File: config.mk
export PLATFORM = sky130hd
export DESIGN_NAME = regfile_scoreboard
export DESIGN_NICKNAME = d
export VERILOG_FILES = /design/src/rtl/regfile_pkg.sv /design/src/rtl/regfile_scoreboard_busy.sv /design/src/rtl/regfile_scoreboard.sv
export SDC_FILE = /design/constraint.sdc
export NUM_CORES = 2
export LEC_CHECK = 0
export BUFFER_PORTS_ARGS = -buffer_cell sky130_fd_sc_hd__buf_2
export CAP_MARGIN = 10
export CORE_MARGIN = 4
export CORE_UTILIZATION = 50
export CTS_BUF_LIST = sky130_fd_sc_hd__clkbuf_2
export DETAILED_ROUTE_END_ITERATION = 8
export GPL_ROUTABILITY_DRIVEN = 1
export GPL_TIMING_DRIVEN = 0
export PLACE_DENSITY = 0.68
export SLEW_MARGIN = 25
export SYNTH_ARGS = -nofsm -noshare
export SYNTH_HDL_FRONTEND = slang
export SYNTH_SLANG_ARGS = --single-unit
File: constraint.sdc
create_clock -name clk -period 10.1 [get_ports clk]
set_input_delay 0.505 -clock clk [delete_from_list [all_inputs] [get_ports clk]]
set_output_delay 0.505 -clock clk [all_outputs]
set_load 0.02 [all_outputs]
File: src/rtl/regfile_pkg.sv
// Shared constants and helpers for the register file and its busy-bit scoreboard.
package regfile_pkg;

  localparam int DEF_DATA_W = 32;
  localparam int DEF_ADDR_W = 5;
  localparam int ZERO_ADDR  = 0;

  // Change in busy population for one bit; a same-edge set beats a clear.
  function automatic logic signed [1:0] popcount_delta(input logic set,
                                                       input logic clr,
                                                       input logic was_busy);
    if (set && !was_busy) return 2'sd1;
    if (!set && clr && was_busy) return -2'sd1;
    return 2'sd0;
  endfunction

endpackage

File: src/rtl/regfile_scoreboard_busy.sv
// Busy bit per register with set-over-clear priority and a registered busy popcount.
module busy_scoreboard
  import regfile_pkg::*;
#(
  parameter int ADDR_W = DEF_ADDR_W
) (
  input  logic                   clk,
  input  logic                   rst,
  input  logic                   issue_en,
  input  logic [ADDR_W-1:0]      issue_addr,
  input  logic                   clr_en,
  input  logic [ADDR_W-1:0]      clr_addr,
  output logic [(1<<ADDR_W)-1:0] busy,
  output logic [ADDR_W:0]        busy_count
);

  localparam int DEPTH = 1 << ADDR_W;

  logic [DEPTH-1:0] busyNext;
  logic signed [2:0] countAdj;

  always_comb begin
    busyNext = busy;
    countAdj = 3'sd0;
    for (int j = 0; j < DEPTH; j++) begin
      logic setBit;
      logic clrBit;
      logic signed [1:0] d;
      setBit = issue_en && (issue_addr == ADDR_W'(j));
      clrBit = clr_en && (clr_addr == ADDR_W'(j));
      busyNext[j] = setBit | (busy[j] & ~clrBit);
      d = popcount_delta(setBit, clrBit, busy[j]);
      countAdj = countAdj + {d[1], d};
    end
  end

  always_ff @(posedge clk) begin
    if (rst) begin
      busy       <= '0;
      busy_count <= '0;
    end else begin
      busy <= busyNext;
      if (countAdj > 3'sd0)
        busy_count <= busy_count + {{ADDR_W{1'b0}}, 1'b1};
      else if (countAdj < 3'sd0)
        busy_count <= busy_count - {{ADDR_W{1'b0}}, 1'b1};
    end
  end

endmodule

File: src/rtl/regfile_scoreboard.sv
// Multi-port register file with write-first bypass, optional zero register and busy scoreboard.
module regfile_scoreboard
  import regfile_pkg::*;
#(
  parameter int DATA_W   = DEF_DATA_W,
  parameter int ADDR_W   = DEF_ADDR_W,
  parameter int NREAD    = 2,
  parameter int ZERO_REG = 1
) (
  input  logic                    clk,
  input  logic                    rst,
  input  logic [NREAD*ADDR_W-1:0] rd_addr,
  output logic [NREAD*DATA_W-1:0] rd_data,
  output logic [NREAD-1:0]        rd_busy,
  input  logic                    wr_en,
  input  logic [ADDR_W-1:0]       wr_addr,
  input  logic [DATA_W-1:0]       wr_data,
  input  logic                    issue_en,
  input  logic [ADDR_W-1:0]       issue_addr,
  output logic [ADDR_W:0]         busy_count
);

  localparam int DEPTH = 1 << ADDR_W;
  localparam logic [ADDR_W-1:0] ZA = ADDR_W'(ZERO_ADDR);

  logic [DATA_W-1:0] regs [DEPTH];
  logic [DEPTH-1:0]  busy;
  logic              wrEff;
  logic              issueEff;

  // Register 0 must never hold data or a producer when it is hardwired.
  assign wrEff    = wr_en    && !((ZERO_REG != 0) && (wr_addr == ZA));
  assign issueEff = issue_en && !((ZERO_REG != 0) && (issue_addr == ZA));

  always_ff @(posedge clk) begin
    if (rst) begin
      for (int k = 0; k < DEPTH; k++) regs[k] <= '0;
    end else if (wrEff) begin
      regs[wr_addr] <= wr_data;
    end
  end

  busy_scoreboard #(.ADDR_W(ADDR_W)) uBusy (
    .clk        (clk),
    .rst        (rst),
    .issue_en   (issueEff),
    .issue_addr (issue_addr),
    .clr_en     (wrEff),
    .clr_addr   (wr_addr),
    .busy       (busy),
    .busy_count (busy_count)
  );

  for (genvar i = 0; i < NREAD; i++) begin : gRead
    logic [ADDR_W-1:0] addr;
    logic              hit;
    assign addr = rd_addr[i*ADDR_W +: ADDR_W];
    assign hit  = wrEff && (wr_addr == addr);

    always_comb begin
      if (rst || ((ZERO_REG != 0) && (addr == ZA)))
        rd_data[i*DATA_W +: DATA_W] = '0;
      else if (hit)
        rd_data[i*DATA_W +: DATA_W] = wr_data;
      else
        rd_data[i*DATA_W +: DATA_W] = regs[addr];
    end

    // A register being written this cycle is already satisfied by the bypass.
    assign rd_busy[i] = !rst && busy[addr] && !hit;
  end

endmodule

==> impl_metrics.yaml <==
power:
  p_leak_nw: 23.4
  peakVddDrop_uv: 115
  power_density_nw_per_um2: 151
setup_path:
  worstSetupEndpointType: "register"
  crit_path_max_incr_delay_ps: 740
  worstSetupEndpoint: "uBusy.busy_count[5]$_SDFFE_PP0P_"
  reg2reg_from: "uBusy.busy[5]$_SDFF_PP0_"
  crit_fanout: 10
  worstPathRequired_ps: 11540
  critPathLaunch: "issue_addr[1]"
  cp.arrival_ps: 10230
  start_kind: "input pin"
  ff2ff_setup_slack_ps: 2580
  crit_top_cell: "fa_1"
  reg2reg_to: "uBusy.busy_count[5]$_SDFFE_PP0P_"
  r2r_cells: 28
  slowest_stage: "dlygate4sd3_1"
  critPathKind: "input pin to register"
final_layout:
  fin_util: 0.556
  nFillCells: 9774
  nets: 4819
  drive_gt1_frac: 0.258
  area_growth_pct: 10.4
  final_cells: 6426
synth:
  ys_seq_elements: 1062
  postSynthAreaPerCell_um2: 14.3
  yosys.area_share.xor_xnor: 0.00837
  synth_edf_count: 1024
  synth_top_family_by_area: "multiplexers"
  synthAdderAreaFrac: 0.0168
  synth.area.mux_share: 0.236
  ys.warnings.count: 0
  synth_cell_type_count: 48
  async_flop_share: 0
  synth_cells: 4152
  syn_area_um2: 59400
  seq_area_frac_synth: 0.531
  yosys.area_share.simple: 0.134
  ys.flop_type: "edfxtp_1"
  synth-compound-area-share: 0.0427
sta:
  post-route-period-util: 0.870
  worstMarginPinSlew_ps: 1330
  final_max_slew_viol_count: 0
  clock.fmax_mhz: 114
  fin_skew_ps: 66.2
  layout_min_cycle_time_ps: 8790
  tns_ps: 0
  setup_viol: 0
  max_slew_margin: 0.103
  rsz0062_at_grt: "false"
  hold_violations: 0
floorplanning:
  core_um2: 118000
  dieHeight_um: 353
  row_count: 126
  io_pins: 128
  fp.dieW_um: 353
  die_area_um2: 124000
  start_util: 0.503
route:
  m1WireLength_mm: 81.4
  dr.pass1.iters: 9
  drc: 12
  ant_nets: 0
  totalWireLength_mm: 236
  dr.max_layer_used: "met5"
  vias_per_cell: 6.81
  wl_met3_mm: 33.4
  drtIter0Drc: 7477
  wire_per_inst_um: 36.8
  vias: 43780
  met2_length_mm: 102
cts:
  htreeDepth: 5
  cts-root-buf: "clkbuf_2"
  cts.reportedPaths.clkPinSlew_ps: 110
  cts_buffers: 301
  cts_num_sinks: 1062
  cts_tree: "done"
  clk_latency_ps: 1620
  clockBufferDepth: 4
  cts_setup_buffers: 0
  cts_resized: 0
global_route:
  grt_usage: 0.374
  grt_pass1_wl_mm: 321
  gr-total-overflow: 0
  antenna_found_initial: 12
  grt_pass1_vias: 42894
  grt_max_degree: 33
run_status:
  status: "complete, but fails checks"
  violations: "DRC"
min_path:
  hold_class: "input pin to register"
  hp-start: "issue_addr[0]"
place:
  place_inst: 5844
  dp_hpwl_mm: 167
  portBuffers: 117
  place_congestion: 1.06
job:
  max_cap_violations: 0
-- worst max-delay path: cells and delay by family --
family / cells / cell delay (ps)
and+or+nand+nor: 5 / 760
adders and majority gates: 8 / 3840
buffers and inverters: 8 / 2470
xor gates and xnor gates: 6 / 1270
muxes: 1 / 200
AOI/OAI and AO/OA: 6 / 1150
-- synthesized netlist by cell type (all sizes together) (2+ instances only) --
cell type,count,area share
o21bai,12,0.0015
nor4,2,0.00021
xnor2,42,0.0062
o211ai,84,0.011
nor2b,14,0.0015
nand2b,13,0.0014
clkbuf,319,0.020
mux2i,176,0.030
o21a,9,0.0011
buf,108,0.0086
a221oi,22,0.0032
nand4,7,0.00074
a22oi,42,0.0053
mux2,22,0.0042
dfxtp,38,0.013
and2,995,0.10
inv,40,0.0025
nand2,93,0.0060
and4,2,0.00030
edfxtp,1024,0.52
nand3,26,0.0024
o21ai,118,0.0099
or4,2,0.00025
xor2,12,0.0018
fa,43,0.015
or2,25,0.0026
ha,10,0.0021
a31oi,23,0.0024
and3,17,0.0018
nor2,159,0.010
nor3,15,0.0013
a21oi,97,0.0082
mux4,532,0.20
-- cell usage in the layout, fill, tap and decap left out, types with 43 or more instances in the layout --
master and instances:
mux4_2 532, buf_2 202, clkbuf_1 298, dlygate4sd3_1 97
edfxtp_1 1024, nor2_1 158, nand2_1 92, o211ai_1 84
mux2i_1 176, fa_1 43, and2_1 995, clkbuf_2 434
a21oi_1 97, clkinv_1 43, o21ai_0 118
-- worst min path at each step --
stage / to / slack (ps) / cells past startpoint
final: uBusy.busy[23]$_SDFF_PP0_ / 80 / 5
after detailed placement: uBusy.busy[0]$_SDFF_PP0_ / 480 / 1
after global placement: uBusy.busy[0]$_SDFF_PP0_ / 480 / 1
after CTS: uBusy.busy[23]$_SDFF_PP0_ / 0.2 / 5
after global routing: regs[17][7]$_SDFFCE_PN0P_ / 90 / 4
after floorplan: uBusy.busy[0]$_SDFF_PP0_ / 450 / 1
-- logic make-up (layout without fill, tap and decap cells) --
logic type,after synthesis,in the layout
DFF,1062,1062
buffers and inverters,467,1156
AOI/OAI and AO/OA,409,409
and+or+nand+nor,1374,1374
other,1,50
xor gates and xnor gates,55,55
muxes,730,730
adders and majority gates,54,54
-- final cells by class --
cell class | count | area [um2] | area share
Tap cell | 1536 | 1920 | 0.0293
Clock inverter | 56 | 216 | 0.00330
Clock buffer | 411 | 2060 | 0.0314
Antenna cell | 16 | 40.0 | 0.000611
Buffer | 427 | 1750 | 0.0267
Timing Repair Buffer | 222 | 1690 | 0.0258
Sequential cell | 1062 | 31500 | 0.481
Inverter | 40 | 150 | 0.00229
Multi-Input combinational cell | 2656 | 26200 | 0.400
-- metrics by stage --
stage | total power, mW | cell area [um2] | hold WS, ps | worst slack, ps
finish | 9.87 | 65600 | 75.4 | 1310
global route | 10.1 | 65500 | 94.1 | 909
CTS | 9.77 | 65500 | 0.171 | 1480
detailed placement | 6.90 | 62200 | 480 | 813
global placement | 6.86 | 62000 | 485 | 931
floorplan | 6.21 | 59500 | 451 | 2290
-- registers in the layout, indices dropped and copies added, names as in the netlist --
signal / cells
uBusy.busy_count: 6
uBusy.busy: 32
regs: 1024
-- timing repair --
action / 4_1_cts / 5_1_grt
endpoints found under the hold margin: 1119 / 0
hold buffers: 97 / 0
setup endpoints to repair: 0 / 0
-- power breakdown --
group          internal [mW]  switching (mW)  total, mW  leakage (nW)
clock network           1.07            1.89       2.97          1.83
logic                  0.633            1.07       1.70          11.5
registers               5.07           0.128       5.20          10.1
-- routing by layer --
layer | vias up | global-route usage
met1 | 21733 | 0.470
met3 | 1019 | 0.134
met4 | 10 | 0.259
li1 | 16928 | -
met5 | - | 0.00769
met2 | 4090 | 0.542
No activity file was read; power rests on OpenSTA's default activity.
